## src/rtl/fetch_prefetch_queue.sv

```systemverilog
// Instruction-fetch front end: fetch PC, single-outstanding imem request, prefetch FIFO to decode.
// Optional FETCH_PERF_EN macro adds perf_fetched / perf_squashed counters.
module fetch_prefetch_queue #(
    parameter logic [31:0] RESET_PC = 32'h0000_0000,
    parameter int unsigned DEPTH    = 2
) (
    input  logic        clk,
    input  logic        reset,
    output logic        imem_req_valid,
    input  logic        imem_req_ready,
    output logic [31:0] imem_req_addr,
    input  logic        imem_rsp_valid,
    input  logic [31:0] imem_rsp_data,
    output logic        instr_valid,
    input  logic        instr_ready,
    output logic [31:0] instr_data,
    output logic [31:0] instr_pc,
    input  logic        redirect_valid,
    input  logic [31:0] redirect_pc
`ifdef FETCH_PERF_EN
    ,
    output logic [31:0] perf_fetched,
    output logic [31:0] perf_squashed
`endif
);

    localparam int unsigned PW = $clog2(DEPTH);
    localparam int unsigned CW = PW + 1;

    typedef enum logic [1:0] {
        ST_REQ,
        ST_WAIT,
        ST_DRAIN
    } state_t;

    state_t        state;
    state_t        state_next;
    logic [31:0]   fetch_pc;
    logic [31:0]   inflight_pc;
    logic [31:0]   head_data;
    logic [31:0]   head_pc;
    logic [31:0]   mem_data [DEPTH];
    logic [31:0]   mem_pc   [DEPTH];
    logic [PW-1:0] rd_ptr;
    logic [PW-1:0] wr_ptr;
    logic [PW-1:0] rd_next;
    logic [CW-1:0] count;
    logic [CW-1:0] count_after_pop;
    logic          req_fire;
    logic          push;
    logic          pop;
    logic          drop;

    assign imem_req_valid  = !reset && (state == ST_REQ) && (count < CW'(DEPTH));
    assign imem_req_addr   = reset ? '0 : fetch_pc;
    assign req_fire        = imem_req_valid && imem_req_ready;
    assign push            = (state == ST_WAIT) && imem_rsp_valid && !redirect_valid;
    assign drop            = imem_rsp_valid &&
                             ((state == ST_DRAIN) || ((state == ST_WAIT) && redirect_valid));
    assign instr_valid     = (count != '0);
    assign pop             = instr_valid && instr_ready;
    assign count_after_pop = count - CW'(pop);
    assign rd_next         = rd_ptr + PW'(pop);
    assign instr_data      = head_data;
    assign instr_pc        = head_pc;

    always_comb begin
        state_next = state;
        case (state)
            ST_REQ: begin
                if (req_fire) state_next = redirect_valid ? ST_DRAIN : ST_WAIT;
            end
            ST_WAIT: begin
                if (imem_rsp_valid)      state_next = ST_REQ;
                else if (redirect_valid) state_next = ST_DRAIN;
            end
            ST_DRAIN: begin
                if (imem_rsp_valid) state_next = ST_REQ;
            end
            default: state_next = ST_REQ;
        endcase
    end

    always_ff @(posedge clk) begin
        if (push) begin
            mem_data[wr_ptr] <= imem_rsp_data;
            mem_pc[wr_ptr]   <= inflight_pc;
        end
    end

    always_ff @(posedge clk or posedge reset) begin
        if (reset) begin
            state       <= ST_REQ;
            fetch_pc    <= RESET_PC;
            inflight_pc <= '0;
            head_data   <= '0;
            head_pc     <= '0;
            rd_ptr      <= '0;
            wr_ptr      <= '0;
            count       <= '0;
        end else begin
            state <= state_next;
            if (req_fire) inflight_pc <= fetch_pc;
            if (redirect_valid)  fetch_pc <= redirect_pc & ~32'h3;
            else if (req_fire)   fetch_pc <= fetch_pc + 32'd4;
            if (redirect_valid) begin
                rd_ptr <= '0;
                wr_ptr <= '0;
                count  <= '0;
            end else begin
                rd_ptr <= rd_next;
                if (push) wr_ptr <= wr_ptr + PW'(1);
                count <= count_after_pop + CW'(push);
                // Head register tracks the next head; a push into an emptied FIFO goes straight to it.
                if (push && (count_after_pop == '0)) begin
                    head_data <= imem_rsp_data;
                    head_pc   <= inflight_pc;
                end else if (count_after_pop != '0) begin
                    head_data <= mem_data[rd_next];
                    head_pc   <= mem_pc[rd_next];
                end
            end
        end
    end

`ifdef FETCH_PERF_EN
    always_ff @(posedge clk or posedge reset) begin
        if (reset) begin
            perf_fetched  <= '0;
            perf_squashed <= '0;
        end else begin
            if (push) perf_fetched <= perf_fetched + 32'd1;
            if (redirect_valid)
                perf_squashed <= perf_squashed + 32'(count_after_pop) + 32'(drop);
            else if (drop)
                perf_squashed <= perf_squashed + 32'd1;
        end
    end
`endif

endmodule
```

## config.mk

```make
export PLATFORM = sky130hd
export DESIGN_NAME = fetch_prefetch_queue
export DESIGN_NICKNAME = d
export VERILOG_FILES = /design/src/rtl/fetch_prefetch_queue.sv
export SDC_FILE = /design/constraint.sdc
export NUM_CORES = 1
export LEC_CHECK = 0
export CORE_MARGIN = 2
export CORE_UTILIZATION = 25
export DETAILED_ROUTE_END_ITERATION = 8
export GPL_ROUTABILITY_DRIVEN = 1
export GPL_TIMING_DRIVEN = 0
export HOLD_SLACK_MARGIN = 0.15
export SYNTH_ARGS = -nofsm -noshare
export SYNTH_HDL_FRONTEND = slang
export SYNTH_SLANG_ARGS = --single-unit
```

## constraint.sdc

```tcl
create_clock -name clk -period 5.8 [get_ports clk]
set_input_delay 1.74 -clock clk [delete_from_list [all_inputs] [get_ports clk]]
set_output_delay 1.74 -clock clk [all_outputs]
set_load 0.005 [all_outputs]
```

Word level (Yosys, flattened, before mapping) --
Memory sizes are Yosys's and may differ from the RTL's. Cells that the tools add are included.
Cells by class: divide/modulo/power cells 0, add/sub/neg operators 5, reduce and logical (&&, ||, !) cells 18, shift-type cells 0, multiplexer cells 19, equality and inequality tests 5, magnitude comparators 1, bitwise operators 1, multiply operators 0
Operators with widths (count):
- 32-bit 2-to-1 mux | 7
- 32-bit by 3-bit adder with 32-bit output (second input constant) | 1
- 2-bit 2-to-1 mux | 6
- 2-bit nonzero test | 5
- 1-bit logical AND | 7
- 2-bit one-hot mux with 3 select lines | 1
- 1-bit 2-to-1 mux | 5
- 2-bit logical NOT | 2
- 2-bit != test (second input constant) | 2
- 3-bit != test (second input constant) | 1
- 3-bit AND reduction | 1
- 2-bit by 1-bit adder with 2-bit output | 1
- 2-bit by 1-bit == test with 1-bit output (second input constant) | 1
- 2-bit == test (second input constant) | 1
- 1-bit logical NOT | 2
- 2-bit less-than comparator (second input constant) | 1
- 2-bit AND reduction | 1
- 2-bit by 1-bit subtractor with 2-bit output | 1
- 1-bit adder | 1
- 1-bit adder (second input constant) | 1
- 1-bit inverter | 1
Storage, ports and cells: bits in registers 134, bits in latches 0, memories 2, output and inout port bits 98, ROM bits 0, memory bits (writable) 128, logic and storage cells 59
Memory list:
- mem_data | words 2, width 32, read ports 1, clocked after Yosys merged registers in 0, wr ports 1, RTL line 42 | logic [31:0] mem_data [DEPTH];
- mem_pc | words 2, width 32, read ports 1, clocked after Yosys merged registers in 0, wr ports 1, RTL line 43 | logic [31:0] mem_pc [DEPTH];

Depth between registers and ports, before layout --
word-level depth 7, depth in mapped cells 10

Worst setup path after synthesis --
Ideal clock, no wire load.
path kind in2reg, from in redirect_valid, to mem mem_data[0][0] (enable), data arrival time 6.580 ns, stages on the path 4, buffers on the path 3, path slack -1.339 ns, setup time 0.559 ns, cells stage by stage clkbuf_1 clkbuf_1 clkbuf_1 nor3_1
On the way: longest elaborated chain between the ends 4
RTL lines:
- start, declared | RTL line 18 | input logic redirect_valid,
- 1-bit logical NOT | RTL line 57 | assign push = (state == ST_WAIT) && imem_rsp_valid && !redirect_valid;
- 1-bit logical AND | RTL line 57
- 1-bit 2-to-1 mux | RTL line 85 | if (push) begin
- 1-bit 2-to-1 mux (implied by the code) | RTL line 86 | mem_data[wr_ptr] <= imem_rsp_data;
- end, declared | RTL line 42
No other way between the ends.

Worst setup path after layout --
from in reset, to out imem_req_valid
On the way: longest elaborated chain between the ends 3
RTL lines:
- start, declared | RTL line 8 | input logic reset,
- 1-bit logical NOT (no source line)
- 1-bit logical AND (2 in a row) | RTL line 54 | assign imem_req_valid = !reset && (state == ST_REQ) && (count < CW'(DEPTH));
- end, declared | RTL line 9 | output logic imem_req_valid,
No other way between the ends.

==> results.py <==
metrics = {
    "logic_synthesis": {
        "synth-edff-count": 124,
        "synth_top_family_by_area": "simple AND/OR/NAND/NOR gates",
        "synth_cell_types": 45,
        "synth_compound_area_frac": 0.0986,
        "ys_seq_area_frac": 0.693,
        "syn_inst": 802,
        "syn_area_per_cell_um2": 12.5,
        "synthSimpleGateAreaFrac": 0.120,
        "synthAdderAreaFrac": 0.00376,
        "synth_xor_area_frac": 0.0289,
        "synth_area_um2": 9990,
        "ys.flop_type": "dfrtp_1",
        "synth.area.mux_share": 0.0292,
        "ys_ff_latch": 252,
        "ys_warn_count": 0,
        "async_reset_ff_frac": 0.508,
    },
    "sta": {
        "slew_violations": 0,
        "fin_crit_ns": 5.41,
        "hold_viol": 0,
        "setup-violations-final": 0,
        "worstMarginPinSlew_ns": 1.33,
        "rsz0062_at_grt": "no",
        "relSlewSlack": 0.107,
        "period_share": 0.933,
        "fin_worst_skew_ns": 0.0136,
        "fmax_mhz": 185,
    },
    "cts": {
        "cts_tree": "done",
        "clk_latency_ns": 0.56,
        "cts_made_buffers": 29,
        "root_buffer": "clkbuf_16",
        "clock_path_buffers": 3,
        "hold_buffers": 0,
        "cts.sinks": 252,
        "post_cts_buffers": 0,
        "clk_pin_slew_worst_paths_ns": 0.06,
        "htreeDepth": 1,
        "cts.repair.resized": 0,
    },
    "placement": {
        "hpwl_mm": 19.6,
        "gp_congestion": 0.802,
        "placed_area_um2": 12400,
        "portBuffers": 160,
    },
    "critical_path": {
        "arrival_ns": 3.67,
        "path_max_fanout": 5,
        "cp.required_ns": 4.06,
        "crit_type": "input pin to primary output",
        "end_kind": "primary output",
        "critPathLaunchType": "input pin",
    },
    "drt": {
        "ant_nets": 0,
        "totalWireLength_mm": 29.0,
        "drc": 0,
        "drt_first_iter_violations": 433,
        "via_count": 7028,
        "routedWlPerCell_um": 18.7,
        "drt_first_pass_iters": 5,
        "via_per_inst": 4.54,
    },
    "global_routing": {
        "grt-ovfl-total": 0,
        "grt.total_usage": 0.138,
        "grt_pass1_vias": 7123,
        "antenna_found_initial": 0,
        "grt_pass1_wl_mm": 43.9,
        "grt_max_degree": 75,
    },
    "floorplan": {
        "std_cell_rows": 73,
        "io_pins": 168,
        "initial_core_util": 0.253,
        "die-area_um2": 41600,
        "core_area_um2": 39500,
        "die_w_um": 204,
        "fp.dieH_um": 204,
    },
    "cells_and_area": {
        "nNetsFinal": 1075,
        "syn_to_final_growth_pct": 34.1,
        "drive_above_1_share": 0.0879,
        "antenna_cells": 0,
        "finalInstanceArea_um2": 13400,
    },
    "power": {
        "cellPowerDensity_nw_per_um2": 500,
        "power_uw": 6700,
        "vdd_drop_max_v": 0.000194,
        "p_leak_uw": 0.00491,
    },
    "run": {
        "maxCapViolations": 0,
    },
    "outcome": {
        "outcome": "finished, final reports clean",
    },
    "hold_path": {
        "hold_class": "register to register",
    },
}
## layout by cell type, fill, tap and decap left out, types with 25 or more instances in the layout
cell | synthesis | layout
nand2_1 | 172 | 172
clkdlybuf4s50_1 | 0 | 160
dfrtp_1 | 128 | 128
edfxtp_1 | 124 | 124
o22ai_1 | 62 | 62
a31oi_1 | 62 | 62
clkbuf_1 | 45 | 53
o21ai_0 | 29 | 29
clkbuf_16 | 0 | 29
nor2b_1 | 26 | 26
mux2_2 | 25 | 25
## per-stage QoR
stage | setup slack (ns) | utilization | std cells | setup TNS (ns) | hold WS (ns)
6_report | 0.391 | 0.339 | 1549 | 0 | 0.503
3_5_place_dp | 0.343 | 0.314 | 1496 | 0 | 0.484
4_1_cts | 0.346 | 0.339 | 1549 | 0 | 0.499
2_1_floorplan | 0.445 | - | 805 | 0 | 0.454
3_3_place_gp | -2.47 | 0.310 | 1490 | -441.19 | 0.473
5_1_grt | 0.294 | 0.339 | 1549 | 0 | 0.522
## layer usage
| metal | track usage | vias up | wire, um |
|---|---|---|---|
| li1 | - | 3300 | - |
| met2 | 0.229 | 189 | 13900 |
| met5 | 0 | - | 0 |
| met4 | 0.0428 | 0 | 590 |
| met1 | 0.187 | 3499 | 13100 |
| met3 | 0.0204 | 40 | 1410 |
## synthesized netlist by cell type (2+ instances only)
master / instances / share of area
nand2_1: 172 / 0.065
xnor2_1: 19 / 0.017
and3_1: 4 / 0.0025
clkbuf_1: 45 / 0.017
and4_1: 2 / 0.0018
nand4_1: 6 / 0.0038
nor3_1: 7 / 0.0035
nor2_1: 15 / 0.0056
a31oi_1: 62 / 0.039
o21ai_1: 5 / 0.0025
nor4_2: 2 / 0.0025
o21ai_0: 29 / 0.015
inv_1: 11 / 0.0041
ha_1: 3 / 0.0038
mux2_2: 25 / 0.028
o22ai_1: 62 / 0.039
xor2_1: 14 / 0.012
nor2b_1: 26 / 0.016
edfxtp_1: 124 / 0.37
nand3_1: 12 / 0.0060
nor4_1: 2 / 0.0013
or4_4: 2 / 0.0023
buf_4: 4 / 0.0030
dfrtp_1: 128 / 0.32
## logic make-up (layout without fill, tap and decap cells)
| logic type | Yosys count | count (layout) |
|---|---|---|
| and+or+nand+nor | 261 | 261 |
| DFF | 252 | 252 |
| AOI/OAI and AO/OA | 163 | 163 |
| buffers and inverters | 63 | 282 |
| xor gates and xnor gates | 33 | 33 |
| muxes | 26 | 26 |
| adders and majority gates | 3 | 3 |
| other | 1 | 4 |
## power breakdown
group / total (uW) / switching, uW / internal, uW
combinational: 2210 / 1200 / 1010
sequential: 2640 / 308 / 2330
clock: 1850 / 734 / 1120
## critical path: stages
cell and delay (ns):
clkdlybuf4s50_1 0.57, or4_4 0.59, inv_1 0.21, clkdlybuf4s50_1 0.54
## path summary, 6_finish.rpt
check                                 from              to  slack (ns)  cells after the start
max in group asynchronous            reset  instr_data[14]        2.73                      4
hold / removal             inflight_pc[20]   mem_pc[0][20]        0.50                      0
setup reg to reg                  count[1]     instr_pc[4]        2.25                     10
min in group asynchronous            reset    instr_pc[17]        2.25                      3
hold reg to reg            inflight_pc[20]   mem_pc[0][20]        0.50                      0
setup / recovery                     reset  imem_req_valid        0.39                      4
## registers in the layout, summed over array words and instances (netlist names)
register,cells
mem_data,64
mem_pc,60
instr_data,32
fetch_pc,30
inflight_pc,30
instr_pc,30
count,2
state,2
rd_ptr,1
wr_ptr,1
## area by class of cell
class                      count  area, um^2
buffer                        52         219
clock buffer                  42         825
clock inverter                11         138
fill                        3882       26200
inverter                      11        46.3
multi-input combinational    490        2830
sequential                   252        6930
tap                          525         657
timing repair buffer         166        1750
Note: power is estimated with default switching activity, not from simulation.
